## config.mk

```make
export PLATFORM = sky130hd
export DESIGN_NAME = mc_decode_gen
export DESIGN_NICKNAME = d
export VERILOG_FILES = /design/src/rtl/mc_ctrl_pkg.sv /design/src/rtl/mc_ctrl_fsm.sv /design/src/rtl/mc_decode_gen.sv
export SDC_FILE = /design/constraint.sdc
export NUM_CORES = 1
export LEC_CHECK = 0
export BUFFER_PORTS_ARGS = -buffer_cell sky130_fd_sc_hd__buf_2
export CELL_PAD_IN_SITES_DETAIL_PLACEMENT = 0
export CELL_PAD_IN_SITES_GLOBAL_PLACEMENT = 1
export CORE_MARGIN = 5
export CORE_UTILIZATION = 30
export DETAILED_ROUTE_END_ITERATION = 10
export PLACE_DENSITY_LB_ADDON = 0.1
export SLEW_MARGIN = 20
export SYNTH_ARGS = -nofsm -noshare
export SYNTH_HDL_FRONTEND = slang
export SYNTH_SLANG_ARGS = --single-unit
```

## constraint.sdc

```tcl
create_clock -name clk -period 1.7 [get_ports clk]
set_input_delay 0.255 -clock clk [delete_from_list [all_inputs] [get_ports clk]]
set_output_delay 0.255 -clock clk [all_outputs]
set_load 0.02 [all_outputs]
```

## src/rtl/mc_ctrl_pkg.sv

```systemverilog
// Purpose : shared types and constants for the multicycle ARM control unit.
// Latency : n/a (package only).
// Backpressure: n/a.
// Contents: FSM state enum, ALU operation codes, DP opcode (Funct[4:1]) codes,
//           mux-select encodings and the DP opcode decode helper.
package mc_ctrl_pkg;

  typedef enum logic [3:0] {
    S_FETCH    = 4'd0,
    S_DECODE   = 4'd1,
    S_MEMADR   = 4'd2,
    S_MEMREAD  = 4'd3,
    S_MEMWB    = 4'd4,
    S_MEMWRITE = 4'd5,
    S_EXECUTER = 4'd6,
    S_EXECUTEI = 4'd7,
    S_ALUWB    = 4'd8,
    S_BRANCH   = 4'd9
  } state_e;

  // ALU operation codes (full 3-bit encoding; narrower ALUs take the low bits)
  localparam logic [2:0] ALU_ADD = 3'b000;
  localparam logic [2:0] ALU_SUB = 3'b001;
  localparam logic [2:0] ALU_AND = 3'b010;
  localparam logic [2:0] ALU_ORR = 3'b011;
  localparam logic [2:0] ALU_EOR = 3'b100;
  localparam logic [2:0] ALU_MOV = 3'b101;

  // Data-processing opcodes, Funct[4:1]
  localparam logic [3:0] FN_AND = 4'b0000;
  localparam logic [3:0] FN_EOR = 4'b0001;
  localparam logic [3:0] FN_SUB = 4'b0010;
  localparam logic [3:0] FN_ADD = 4'b0100;
  localparam logic [3:0] FN_TST = 4'b1000;
  localparam logic [3:0] FN_CMP = 4'b1010;
  localparam logic [3:0] FN_CMN = 4'b1011;
  localparam logic [3:0] FN_ORR = 4'b1100;
  localparam logic [3:0] FN_MOV = 4'b1101;

  // Instruction classes, Op = instr[27:26]
  localparam logic [1:0] OP_DP  = 2'b00;
  localparam logic [1:0] OP_MEM = 2'b01;
  localparam logic [1:0] OP_BR  = 2'b10;
  localparam logic [1:0] OP_UND = 2'b11;

  // Mux selects
  localparam logic       ADR_PC        = 1'b0;
  localparam logic       ADR_ALUOUT    = 1'b1;
  localparam logic [1:0] RES_ALUOUT    = 2'b00;
  localparam logic [1:0] RES_DATA      = 2'b01;
  localparam logic [1:0] RES_ALURESULT = 2'b10;
  localparam logic       SRCA_RD1      = 1'b0;
  localparam logic       SRCA_PC       = 1'b1;
  localparam logic [1:0] SRCB_RD2      = 2'b00;
  localparam logic [1:0] SRCB_IMM      = 2'b01;
  localparam logic [1:0] SRCB_FOUR     = 2'b10;

  typedef struct packed {
    logic [2:0] code;   // ALU operation
    logic       cmp;    // compare class: flags only, no register writeback
    logic       arith;  // ADD/SUB class: C and V are meaningful
    logic       valid;  // opcode supported by this build
  } alu_dec_t;

  // Unsupported opcodes decode as ADD with valid=0 so the datapath never sees
  // an undefined ALU code; ext_ok enables the EOR/MOV extension.
  function automatic alu_dec_t alu_decode(input logic [3:0] fn, input logic ext_ok);
    alu_dec_t d;
    d = '{code: ALU_ADD, cmp: 1'b0, arith: 1'b0, valid: 1'b1};
    case (fn)
      FN_ADD: d.arith = 1'b1;
      FN_SUB: begin d.code = ALU_SUB; d.arith = 1'b1; end
      FN_AND: d.code = ALU_AND;
      FN_ORR: d.code = ALU_ORR;
      FN_EOR: if (ext_ok) d.code = ALU_EOR; else d.valid = 1'b0;
      FN_MOV: if (ext_ok) d.code = ALU_MOV; else d.valid = 1'b0;
      FN_CMP: begin d.code = ALU_SUB; d.cmp = 1'b1; d.arith = 1'b1; end
      FN_TST: begin d.code = ALU_AND; d.cmp = 1'b1; end
      FN_CMN: begin d.code = ALU_ADD; d.cmp = 1'b1; d.arith = 1'b1; end
      default: d.valid = 1'b0;
    endcase
    return d;
  endfunction

endpackage

```

## src/rtl/mc_ctrl_fsm.sv

```systemverilog
// Purpose : main control FSM of the multicycle datapath (state register,
//           next-state logic, per-state mux selects and write strobes).
// Latency : one state per clock; memory states hold while mem_ready_i=0.
// Ports   : clk/reset (async active-low); op_i, is_imm_i (Funct[5]),
//           is_load_i (Funct[0]), mem_ready_i, dp_nowb_i (skip ALU writeback)
//           in; state_o, strobes and mux selects out.
module mc_ctrl_fsm #(
  parameter int MEM_HANDSHAKE = 1
) (
  input  logic       clk,
  input  logic       reset,
  input  logic [1:0] op_i,
  input  logic       is_imm_i,
  input  logic       is_load_i,
  input  logic       mem_ready_i,
  input  logic       dp_nowb_i,
  output logic [3:0] state_o,
  output logic       irwrite_o,
  output logic       nextpc_o,
  output logic       regw_o,
  output logic       memw_o,
  output logic       branch_o,
  output logic       aluop_o,
  output logic       adrsrc_o,
  output logic [1:0] resultsrc_o,
  output logic       alusrca_o,
  output logic [1:0] alusrcb_o
);
  import mc_ctrl_pkg::*;

  state_e state_q, state_d;
  logic   mem_ok;

  // Without the handshake every memory access completes in one cycle.
  assign mem_ok = (MEM_HANDSHAKE != 0) ? mem_ready_i : 1'b1;

  always_ff @(posedge clk or negedge reset) begin
    if (!reset) state_q <= S_FETCH;
    else        state_q <= state_d;
  end

  always_comb begin
    state_d = state_q;
    case (state_q)
      S_FETCH:    state_d = mem_ok ? S_DECODE : S_FETCH;
      S_DECODE: begin
        case (op_i)
          OP_MEM:  state_d = S_MEMADR;
          OP_DP:   state_d = is_imm_i ? S_EXECUTEI : S_EXECUTER;
          OP_BR:   state_d = S_BRANCH;
          default: state_d = S_FETCH;
        endcase
      end
      S_MEMADR:   state_d = is_load_i ? S_MEMREAD : S_MEMWRITE;
      S_MEMREAD:  state_d = mem_ok ? S_MEMWB : S_MEMREAD;
      S_MEMWRITE: state_d = mem_ok ? S_FETCH : S_MEMWRITE;
      S_EXECUTER,
      S_EXECUTEI: state_d = dp_nowb_i ? S_FETCH : S_ALUWB;
      default:    state_d = S_FETCH;
    endcase
  end

  always_comb begin
    irwrite_o   = 1'b0;
    nextpc_o    = 1'b0;
    regw_o      = 1'b0;
    memw_o      = 1'b0;
    branch_o    = 1'b0;
    aluop_o     = 1'b0;
    adrsrc_o    = ADR_PC;
    resultsrc_o = RES_ALUOUT;
    alusrca_o   = SRCA_RD1;
    alusrcb_o   = SRCB_RD2;
    case (state_q)
      S_FETCH: begin
        // Reset parks the FSM in FETCH; the IR/PC loads must stay off until
        // reset is released, hence the direct reset qualification.
        irwrite_o   = reset & mem_ok;
        nextpc_o    = reset & mem_ok;
        adrsrc_o    = ADR_PC;
        alusrca_o   = SRCA_PC;
        alusrcb_o   = SRCB_FOUR;
        resultsrc_o = RES_ALURESULT;
      end
      S_DECODE: begin
        alusrca_o   = SRCA_PC;
        alusrcb_o   = SRCB_FOUR;
        resultsrc_o = RES_ALURESULT;
      end
      S_MEMADR: begin
        alusrca_o = SRCA_RD1;
        alusrcb_o = SRCB_IMM;
      end
      S_MEMREAD: begin
        adrsrc_o    = ADR_ALUOUT;
        resultsrc_o = RES_ALUOUT;
      end
      S_MEMWB: begin
        resultsrc_o = RES_DATA;
        regw_o      = 1'b1;
      end
      S_MEMWRITE: begin
        adrsrc_o    = ADR_ALUOUT;
        resultsrc_o = RES_ALUOUT;
        memw_o      = 1'b1;
      end
      S_EXECUTER: begin
        alusrca_o = SRCA_RD1;
        alusrcb_o = SRCB_RD2;
        aluop_o   = 1'b1;
      end
      S_EXECUTEI: begin
        alusrca_o = SRCA_RD1;
        alusrcb_o = SRCB_IMM;
        aluop_o   = 1'b1;
      end
      S_ALUWB: begin
        resultsrc_o = RES_ALUOUT;
        regw_o      = 1'b1;
      end
      S_BRANCH: begin
        alusrca_o   = SRCA_RD1;
        alusrcb_o   = SRCB_IMM;
        resultsrc_o = RES_ALURESULT;
        branch_o    = 1'b1;
      end
      default: ;
    endcase
  end

  assign state_o = state_q;

endmodule

```

## src/rtl/mc_decode_gen.sv

```systemverilog
// Purpose : decoder/control unit for the multicycle ARM datapath: FSM plus
//           ALU decoder, flag-write, PCS, RegSrc and ImmSrc logic.
// Latency : strobes are combinational from the current state and IR fields.
// Ports   : clk, reset (async active-low), Op/Funct/Rd from the IR, MemReady;
//           FlagW, PCS, NextPC, RegW, MemW, IRWrite, mux selects, ALUControl,
//           Undef and State (debug) out.
module mc_decode_gen #(
  parameter int ALUCTRL_W     = 3,
  parameter int MEM_HANDSHAKE = 1
) (
  input  logic                 clk,
  input  logic                 reset,
  input  logic [1:0]           Op,
  input  logic [5:0]           Funct,
  input  logic [3:0]           Rd,
  input  logic                 MemReady,
  output logic [1:0]           FlagW,
  output logic                 PCS,
  output logic                 NextPC,
  output logic                 RegW,
  output logic                 MemW,
  output logic                 IRWrite,
  output logic                 AdrSrc,
  output logic [1:0]           ResultSrc,
  output logic                 ALUSrcA,
  output logic [1:0]           ALUSrcB,
  output logic [1:0]           ImmSrc,
  output logic [1:0]           RegSrc,
  output logic [ALUCTRL_W-1:0] ALUControl,
  output logic                 Undef,
  output logic [3:0]           State
);
  import mc_ctrl_pkg::*;

  alu_dec_t   dec;
  logic       dp_nowb;
  logic       regw, branch, aluop;
  logic       flag_nz;
  logic [2:0] alu_code;
  logic [3:0] state;

  assign dec = alu_decode(Funct[4:1], ALUCTRL_W >= 3);

  // Compares and unsupported opcodes both return straight to FETCH.
  assign dp_nowb = dec.cmp | ~dec.valid;

  mc_ctrl_fsm #(
    .MEM_HANDSHAKE(MEM_HANDSHAKE)
  ) u_fsm (
    .clk         (clk),
    .reset       (reset),
    .op_i        (Op),
    .is_imm_i    (Funct[5]),
    .is_load_i   (Funct[0]),
    .mem_ready_i (MemReady),
    .dp_nowb_i   (dp_nowb),
    .state_o     (state),
    .irwrite_o   (IRWrite),
    .nextpc_o    (NextPC),
    .regw_o      (regw),
    .memw_o      (MemW),
    .branch_o    (branch),
    .aluop_o     (aluop),
    .adrsrc_o    (AdrSrc),
    .resultsrc_o (ResultSrc),
    .alusrca_o   (ALUSrcA),
    .alusrcb_o   (ALUSrcB)
  );

  assign alu_code   = aluop ? dec.code : ALU_ADD;
  assign ALUControl = alu_code[ALUCTRL_W-1:0];

  // An undefined opcode must not disturb the flags even if its S bit is set.
  assign flag_nz = aluop & dec.valid & (Funct[0] | dec.cmp);
  assign FlagW   = {flag_nz, flag_nz & dec.arith};

  assign RegW  = regw;
  assign PCS   = ((Rd == 4'd15) & regw) | branch;
  assign Undef = (state == S_DECODE) &
                 ((Op == OP_UND) | ((Op == OP_DP) & ~dec.valid));
  assign ImmSrc = Op;
  assign State  = state;

  always_comb begin
    RegSrc = 2'b00;
    case (Op)
      OP_MEM:  RegSrc = Funct[0] ? 2'b00 : 2'b10;  // store reads Rd as RD2
      OP_BR:   RegSrc = 2'b01;                     // branch reads PC as RD1
      default: RegSrc = 2'b00;
    endcase
  end

endmodule

```

==> results of run 1 <==
==> critical path, delay by kind of cell (launching register included) <==
kind,cells,cell delay [ns]
DFF,1,0.42
AOI/OAI and AO/OA,1,0.31
buffers and inverters,3,0.45
==> final timing paths <==
| kind | startpoint | to |
|---|---|---|
| setup / recovery | u_fsm.state_o[1] | PCS |
| hold / removal | reset | u_fsm.state_o[0] |
| setup reg to reg | u_fsm.state_o[1] | u_fsm.state_o[3] |
| hold reg to reg | u_fsm.state_o[3] | u_fsm.state_o[1] |
| max in group asynchronous | reset | u_fsm.state_o[3] |
| min in group clk | MemReady | u_fsm.state_o[0] |
==> where the power goes <==
part           internal (mW)  total, mW  switching, mW
logic                  0.801       1.60          0.802
clock network         0.0787      0.114         0.0350
registers              0.143      0.227         0.0845
==> logic make-up after synthesis <==
family / count (synthesis) / synth area share (%)
adder cells (fa/ha/maj): 6 / 10.4
buffers and inverters: 15 / 13.9
AO/OA/AOI/OAI: 21 / 21.7
multiplexers: 3 / 4.33
XOR/XNOR: 1 / 1.21
flip-flops: 4 / 13.9
AND/OR/NAND/NOR: 43 / 34.7
==> Yosys cell counts, drive strengths merged, types with 2 or more instances <==
library cell	count
mux2i	2
nor4	2
dfrtp	4
nor2	10
nand2	5
and3	2
o21ai	3
nand2b	6
and2	2
buf	11
inv	4
nor2b	3
ha	6
nor3	9
a21oi	8
==> cell type report <==
class                   instances  area share (%)
inverters                       4            1.27
multi-input cells              74            49.3
flip-flops and latches          4            8.80
clock buffers                   3            1.91
well taps                      28            2.97
repair buffers                 60            35.7
==> metal layers <==
metal  wire [um]  vias up
met3         130        2
li1            -      432
met2        1040       24
met4          14        0
met5           0        -
met1         922      383
==> timing repair <==
item                                    CTS  global route
buffers inserted                         11             3
endpoints found under the setup margin    9            11
gates resized for setup                  12            17
pin swaps                                 8             5
hold endpoints to repair                  4             0
hold buffers                              1             0
==> summary.md, run 1 <==
| Metric | Value |
|---|---|
| Area after DPL | 931 um^2 |
| Vias in the first global route | 840 |
| Worst-Skew Late Latency | 0.23 ns |
| Max VDD drop | 0.771 mV |
| Final Worst Setup Slack | 0.0171 ns |
| Die Y | 59.1 um |
| Startpoint Class | flip-flop |
| Top-area cell type share of the netlist area | 13.9% |
| Final core utilization | 52.3% |
| Synthesized instance count | 93 |
| Hold WS | 0.362 ns |
| Setup Crit Path Kind | reg2out |
| CP max stage delay | 0.42 ns |
| Syn nets | 114 |
| GRT Max-Usage Layer | met2 |
| Antenna viol nets, final | 0 |
| # port buffers | 39 |
| Lkg Pwr | 0.573 nW |
| Routability Congestion | 0.779 |
| GRT Total Usage | 13.0% |
| Clk_skew | 0.00140 ns |
| YS warnings | 0 |
| Finished Layout Cells | 173 |
| Drt first-iter violations | 11 |
| Die width | 59.1 um |
| Clock root buffer | clkbuf_4 |
| CTS HTree Levels | 1 |
| CP endpoint kind | output port |
| Setup TNS | 0 ns |
| Register area share after synthesis | 13.9% |
| Syn avg cell area | 7.76 um^2 |
| Number of synthesized flops with an enable pin | 0 |
| Hold Crit Class | in2async |
| Grt met2 use | 22.9% |
| Final hold vios | 0 |
| Setup Slack @ Placement | 0.0782 ns |
| Placed cells | 155 |
| Tmin final | 1.68 ns |
| Clk slew on worst S/H paths | 0.04 ns |
| Routed vias/inst | 4.86 |
| Reg2reg path depth | 5 |
| Initial antenna violation count | 0 |
| N_diodes | 0 |
| Dominant cell type by area after synthesis | dfrtp_1 |
| Final Setup Violations | 0 |
| Largest net degree at the start of global routing | 10 |
| Status | finished clean |
| Share of cells above drive strength 1 | 55.2% |
| Post-DP HPWL | 1.57 mm |
| Seq cells post-synth | 4 |
| CTS sink count | 4 |
| Final period util | 99.0% |
| Largest register FFs | 4 |
| Synth Flop Type | dfrtp_1 |
| Routed WL | 2.11 mm |
| Fillcell total | 238 |
| PD cells | 1650 nW/um^2 |
| WL per Instance | 12.2 um |
| Post-Syn Area | 722 um^2 |
| GRT met1 Usage | 15.4% |
| Top post-synthesis cells by area | dfrtp_1 14%, ha_1 10%, buf_4 7.3% |
| DR vias | 841 |
| Area Growth Syn to Fin | 63.4% |
| Worst Tran Pin Value | 0.331 ns |
| FF/Latch Area | 104 um^2 |
| Commonest non-fill, non-tap cell in the layout | buf_2 |
| RSZ-0062 raised after global routing | true |
| Clock buffer count from CTS | 3 |
| Starting Density | 32.0% |
| Commonest cells after routing, fill and taps aside | 31 x buf_2, 19 x buf_4, 9 x nor2_1, 8 x a21oi_1, 7 x buf_6 |
| Req. time, crit path | 1.44 ns |
| Final nets | 168 |
| Multi-input gate area | 582 um^2 |
| Clock Path Buffers | 2 |
| # DRC | 0 |
| Fin. max-slew vios | 0 |
| Area of the die | 3490 um^2 |
| CP max FO | 6 |
| Area of the core | 2250 um^2 |
| Slew HR | 77.6% |
| WP data arrival | 1.43 ns |
| First-pass GRT wire length | 3.54 mm |
| Total congestion overflow | 0 |
| FMAX | 594 MHz |
| Async S/R FF share, synth | 100% |
| Maxcap violations | 0 |
| Finished Cell Area | 1180 um^2 |
| Crit-path cells | buf_12, buf_8, a2111oi_4, buf_4 |
| GR Util met3 | 1.74% |
| CTS tree | built |
| Drt first pass iters | 4 |
| Ports | 40 |
| Slowest-stage cell, CP | dfrtp_2 |
| Synth cell types | 38 |
| Worst R2R Setup Slack | 0.29 ns |
| Total power | 1.94 mW |
| Row count | 17 |
(Power assumes the default switching activity.)
==> run 2, diff against run 1 <==
Settings changed: RECOVER_POWER from default to 100.
==> run 2 against run 1 <==
Critical path depth unchanged. Critical endpoint unchanged. Clock skew about the same. Register-to-register slack about the same. Clock power about the same. Combinational power hardly changed. Largest power group unchanged. Global-route usage stayed put. Die area is the same.
==> summary.md, run 2 (synthesis gave the netlist of run 1 again) <==
| Metric | Value |
|---|---|
| Status | finished clean |
| Area of the die | 3490 um^2 |
| Internal Power | 1.01 mW |
| Slowest-stage cell, CP | dfrtp_2 |
| Crit-path cells | buf_12, buf_8, a2111oi_4, buf_4 |
| # DRC | 0 |
| CP max stage delay | 0.42 ns |
| PD cells | 1650 nW/um^2 |
| Clk_skew | 0.00141 ns |
| Routed vias/inst | 4.87 |
| Share of cells above drive strength 1 | 50.3% |
| Die Y | 59.1 um |
| DR vias | 843 |
| Worst Tran Pin Value | 0.331 ns |
| Lkg Pwr | 0.550 nW |
| Grt met2 use | 22.9% |
| GRT met1 Usage | 15.4% |
| # port buffers | 39 |
| Finished Cell Area | 1170 um^2 |
| CP endpoint kind | output port |
| Commonest cells after routing, fill and taps aside | 25 x buf_2, 18 x buf_4, 9 x nor2_1, 8 x a21oi_1 |
| Final hold vios | 0 |
| Clock Path Buffers | 2 |
| WP data arrival | 1.43 ns |
| Total congestion overflow | 0 |
| Gate power share | 82.3% |
| Routability Congestion | 0.779 |
| Max VDD drop | 0.754 mV |
| Worst-Skew Late Latency | 0.23 ns |
| Antenna viol nets, final | 0 |
| FMAX | 594 MHz |
| Final nets | 168 |
| Startpoint Class | flip-flop |
| Routed WL | 2.10 mm |
| WL per Instance | 12.1 um |
| Finished Layout Cells | 173 |
| Final period util | 99.0% |
| Row count | 17 |
| N_diodes | 0 |
| Clk network pwr share | 5.9% |
| Clock buffer count from CTS | 3 |
| Commonest non-fill, non-tap cell in the layout | buf_2 |
| CTS tree | built |
| GRT Max-Usage Layer | met2 |
| Largest net degree at the start of global routing | 10 |
| Switching Fraction | 47.8% |
| FF/Latch Area | 104 um^2 |
| Drt first-iter violations | 11 |
| Tmin final | 1.68 ns |
| Initial antenna violation count | 0 |
| Worst path bufs/invs | 3 |
| CTS HTree Levels | 1 |
| Crit path launch | u_fsm.state_o[1] |
| Die width | 59.1 um |
| RSZ-0062 raised after global routing | true |
| Maxcap violations | 0 |
| Seq pwr share | 11.8% |
| Area of the core | 2250 um^2 |
| Largest register FFs | 4 |
| Reg-to-Reg Start | u_fsm.state_o[1] |
| Total power | 1.93 mW |
| CP max FO | 6 |
| Clock root buffer | clkbuf_4 |
| Sw Pwr | 922 uW |
| Placed cells | 155 |
| Starting Density | 32.0% |
| CTS sink count | 4 |
| Slew HR | 77.6% |
| Vias in the first global route | 840 |
| Final Setup Violations | 0 |
| Clk slew on worst S/H paths | 0.04 ns |
| Post-DP HPWL | 1.57 mm |
| CP delay by family, top | buffers and inverters |
| Area Growth Syn to Fin | 61.9% |
| GRT Total Usage | 13.0% |
| Area after DPL | 931 um^2 |
| Setup Crit Path Kind | reg2out |
| Hold WS | 0.395 ns |
| GR Util met3 | 1.74% |
| Fin. max-slew vios | 0 |
| Multi-input gate area | 582 um^2 |
| Hold Crit Class | in2async |
| Drt first pass iters | 4 |
| Ports | 40 |
| Req. time, crit path | 1.44 ns |
| First-pass GRT wire length | 3.54 mm |
| Fillcell total | 241 |
run 2: timing repair:
item	4_1_cts	5_1_grt
pin swaps	8	5
endpoints found under the setup margin	9	11
setup buffers	11	3
endpoints found under the hold margin	4	0
gates cloned	0	0
hold buffers	1	0
gates resized for setup	12	17
run 2: path summary, 6_finish.rpt:
| kind | end | slack [ns] | cells past startpoint |
|---|---|---|---|
| setup / recovery | PCS | 0.02 | 4 |
| hold / removal | u_fsm.state_o[0] | 0.40 | 2 |
| setup reg to reg | u_fsm.state_o[3] | 0.30 | 5 |
| hold reg to reg | u_fsm.state_o[1] | 0.74 | 3 |
| max in group asynchronous | u_fsm.state_o[3] | 1.09 | 2 |
| min in group clk | u_fsm.state_o[0] | 0.41 | 4 |
run 2: per-stage QoR:
step / setup slack [ns] / setup TNS [ns] / utilization [%]
final: 0.0169 / 0 / 51.8
after global routing: -0.0595 / -0.354 / 51.8
after floorplan: 0.0267 / 0 / -
after detailed placement: 0.0782 / 0 / 41.3
after CTS: -0.0260 / -0.0401 / 48.3
after global placement: 0.128 / 0 / 41.3
run 2: worst reg2reg max path, stage by stage, from the launching register on:
cell	delay, ns
dfrtp_2	0.42
buf_12	0.15
nand3b_1	0.22
buf_4	0.19
nor2_1	0.04
a32o_1	0.26
run 2: final cells by class:
class / instances / area share [%]
Clock buffer: 3 / 1.93
Multi-Input combinational cell: 74 / 49.8
Inverter: 4 / 1.28
Sequential cell: 4 / 8.89
Tap cell: 28 / 3.00
Timing Repair Buffer: 60 / 35.1
run 2: per-layer routing:
metal | share of wire [%] | vias to the layer above | wire [um]
li1 | - | 433 | -
met1 | 43 | 384 | 908
met2 | 50 | 24 | 1040
met3 | 6.2 | 2 | 131
met4 | 0.67 | 0 | 14
met5 | 0 | - | 0
run 2: power groups by stage:
stage,Sequential (mW),Combinational [mW],Clock (mW)
after floorplan,0.216,0.864,0
after global placement,0.212,1.18,0
after detailed placement,0.217,1.18,0
after CTS,0.221,1.43,0.120
after global routing,0.239,1.71,0.129
final,0.227,1.59,0.114
==> run 3, diff against run 2 <==
Settings changed: SETUP_SLACK_MARGIN from default to 0.2.
==> run 3 against run 2 <==
Setup slack improved by 0.015 ns. Critical endpoint is now Undef. Maximum frequency increased by 0.92%. Routed wire length increased by 13%. Clock-buffer cell count unchanged. Sequential share of layout area decreased by 1.1 points. Register-to-register slack got worse by 0.14 ns. First-iteration DRC count increased by 64%. Hold slack improved by 0.011 ns. Via count increased by 4.9%. Critical path type unchanged. Flip-flop and latch count unchanged. Critical path depth increased by 1. Clock skew about the same.
==> summary.md, run 3 (synthesis gave the netlist of run 1 again) <==
| Metric | Value |
|---|---|
| Status | finished clean |
| Clock Path Buffers | 2 |
| Internal Power | 1.12 mW |
| Routed vias/inst | 4.88 |
| Die Y | 59.1 um |
| CTS tree | built |
| Req. time, crit path | 1.44 ns |
| Maxcap violations | 0 |
| Sw Pwr | 978 uW |
| Largest net degree at the start of global routing | 10 |
| Seq pwr share | 11.0% |
| FMAX | 600 MHz |
| Commonest cells after routing, fill and taps aside | 23 x buf_6, 21 x buf_4, 19 x buf_2, 8 x nor2_1 |
| Worst Tran Pin Value | 0.370 ns |
| Post-DP HPWL | 1.54 mm |
| Tmin final | 1.67 ns |
| CTS HTree Levels | 1 |
| Clk_skew | 0.000956 ns |
| N_diodes | 0 |
| Drt first-iter violations | 18 |
| Gate power share | 83.7% |
| Die width | 59.1 um |
| Largest register FFs | 4 |
| Worst-Skew Late Latency | 0.23 ns |
| Ports | 40 |
| Max VDD drop | 0.796 mV |
| Vias in the first global route | 863 |
| Starting Density | 32.0% |
| Area of the core | 2250 um^2 |
| Switching Fraction | 46.6% |
| Final period util | 98.1% |
| Commonest non-fill, non-tap cell in the layout | buf_6 |
| Final nets | 176 |
| Routed WL | 2.37 mm |
| Lkg Pwr | 0.623 nW |
| Final hold vios | 0 |
| Routability Congestion | 0.791 |
| First-pass GRT wire length | 3.70 mm |
| # DRC | 0 |
| Clk slew on worst S/H paths | 0.03 ns |
| CP endpoint kind | output port |
| Initial antenna violation count | 0 |
| Hold Crit Class | in2async |
| Clock buffer count from CTS | 3 |
| PD cells | 1560 nW/um^2 |
| Area Growth Syn to Fin | 86.1% |
| Final core utilization | 59.6% |
| Startpoint Class | flip-flop |
| Share of cells above drive strength 1 | 61.4% |
| Slew HR | 75.3% |
| WL per Instance | 13.1 um |
| GRT Total Usage | 13.7% |
| Clk network pwr share | 5.3% |
| Setup Crit Path Kind | reg2out |
| CTS sink count | 4 |
| CP max FO | 4 |
| # port buffers | 39 |
| Total congestion overflow | 0 |
| Row count | 17 |
| Final Setup Violations | 0 |
| WP data arrival | 1.41 ns |
| Fin. max-slew vios | 0 |
| Area of the die | 3490 um^2 |
| Fillcell total | 206 |
| DR vias | 884 |
| Antenna viol nets, final | 0 |
| Clock root buffer | clkbuf_4 |
| RSZ-0062 raised after global routing | true |
| Drt first pass iters | 4 |
| Hold WS | 0.406 ns |
## run 3: path summary, 6_finish.rpt
| kind | from | cells past startpoint | end | slack [ns] |
|---|---|---|---|---|
| setup / recovery | u_fsm.state_o[1] | 5 | Undef | 0.03 |
| hold / removal | reset | 2 | u_fsm.state_o[0] | 0.41 |
| setup reg to reg | u_fsm.state_o[3] | 9 | u_fsm.state_o[1] | 0.16 |
| hold reg to reg | u_fsm.state_o[2] | 2 | u_fsm.state_o[1] | 0.74 |
| max in group asynchronous | reset | 2 | u_fsm.state_o[3] | 1.11 |
| min in group clk | MemReady | 4 | u_fsm.state_o[0] | 0.46 |
## run 3: final cells by class
| cell class | instances | area (um^2) | share of cell area (%) |
|---|---|---|---|
| flip-flops and latches | 4 | 105 | 7.82 |
| repair buffers | 68 | 537 | 39.9 |
| multi-input cells | 74 | 629 | 46.8 |
| inverters | 4 | 15.0 | 1.12 |
| well taps | 28 | 35.0 | 2.61 |
| clock buffers | 3 | 22.5 | 1.68 |
## run 3: repair_timing
action                                 in CTS  in global routing
hold buffers                                1                  0
gates resized for setup                    29                 25
setup endpoints to repair                  16                 19
pin swaps                                   6                 10
endpoints found under the hold margin       4                  0
setup buffers                              18                  3
## run 3: critical path, cell delays in order, from the launching register on
cell	delay, ns
dfrtp_2	0.42
nand2b_4	0.17
nor3_4	0.17
and2_1	0.15
a22o_1	0.15
buf_6	0.12
## run 3: stage by stage
step | std cells | setup TNS, ns | power, mW | setup slack, ns | area (um^2)
6_report | 181 | 0 | 2.10 | 0.0322 | 1340
5_1_grt | 181 | -0.0476 | 2.24 | -0.0206 | 1340
4_1_cts | 178 | 0 | 1.95 | 0.0368 | 1220
3_5_place_dp | 156 | 0 | 1.46 | 0.107 | 966
3_3_place_gp | 156 | 0 | 1.45 | 0.131 | 966
2_1_floorplan | 93 | 0 | 1.15 | 0.124 | 772
## run 3: power by group through the flow
stage,registers [mW],clock network (mW),logic (mW)
3_5_place_dp,0.237,0,1.22
2_1_floorplan,0.220,0,0.934
5_1_grt,0.242,0.123,1.88
3_3_place_gp,0.234,0,1.22
6_report,0.230,0.111,1.76
4_1_cts,0.226,0.116,1.61
## run 3: layer usage
metal / vias up / GRT usage, % / share of wire [%]
met5: - / 0 / 0
li1: 447 / - / -
met2: 19 / 25.9 / 54
met4: 0 / 5.83 / 0.46
met1: 416 / 14.1 / 40
met3: 2 / 3.27 / 5.4
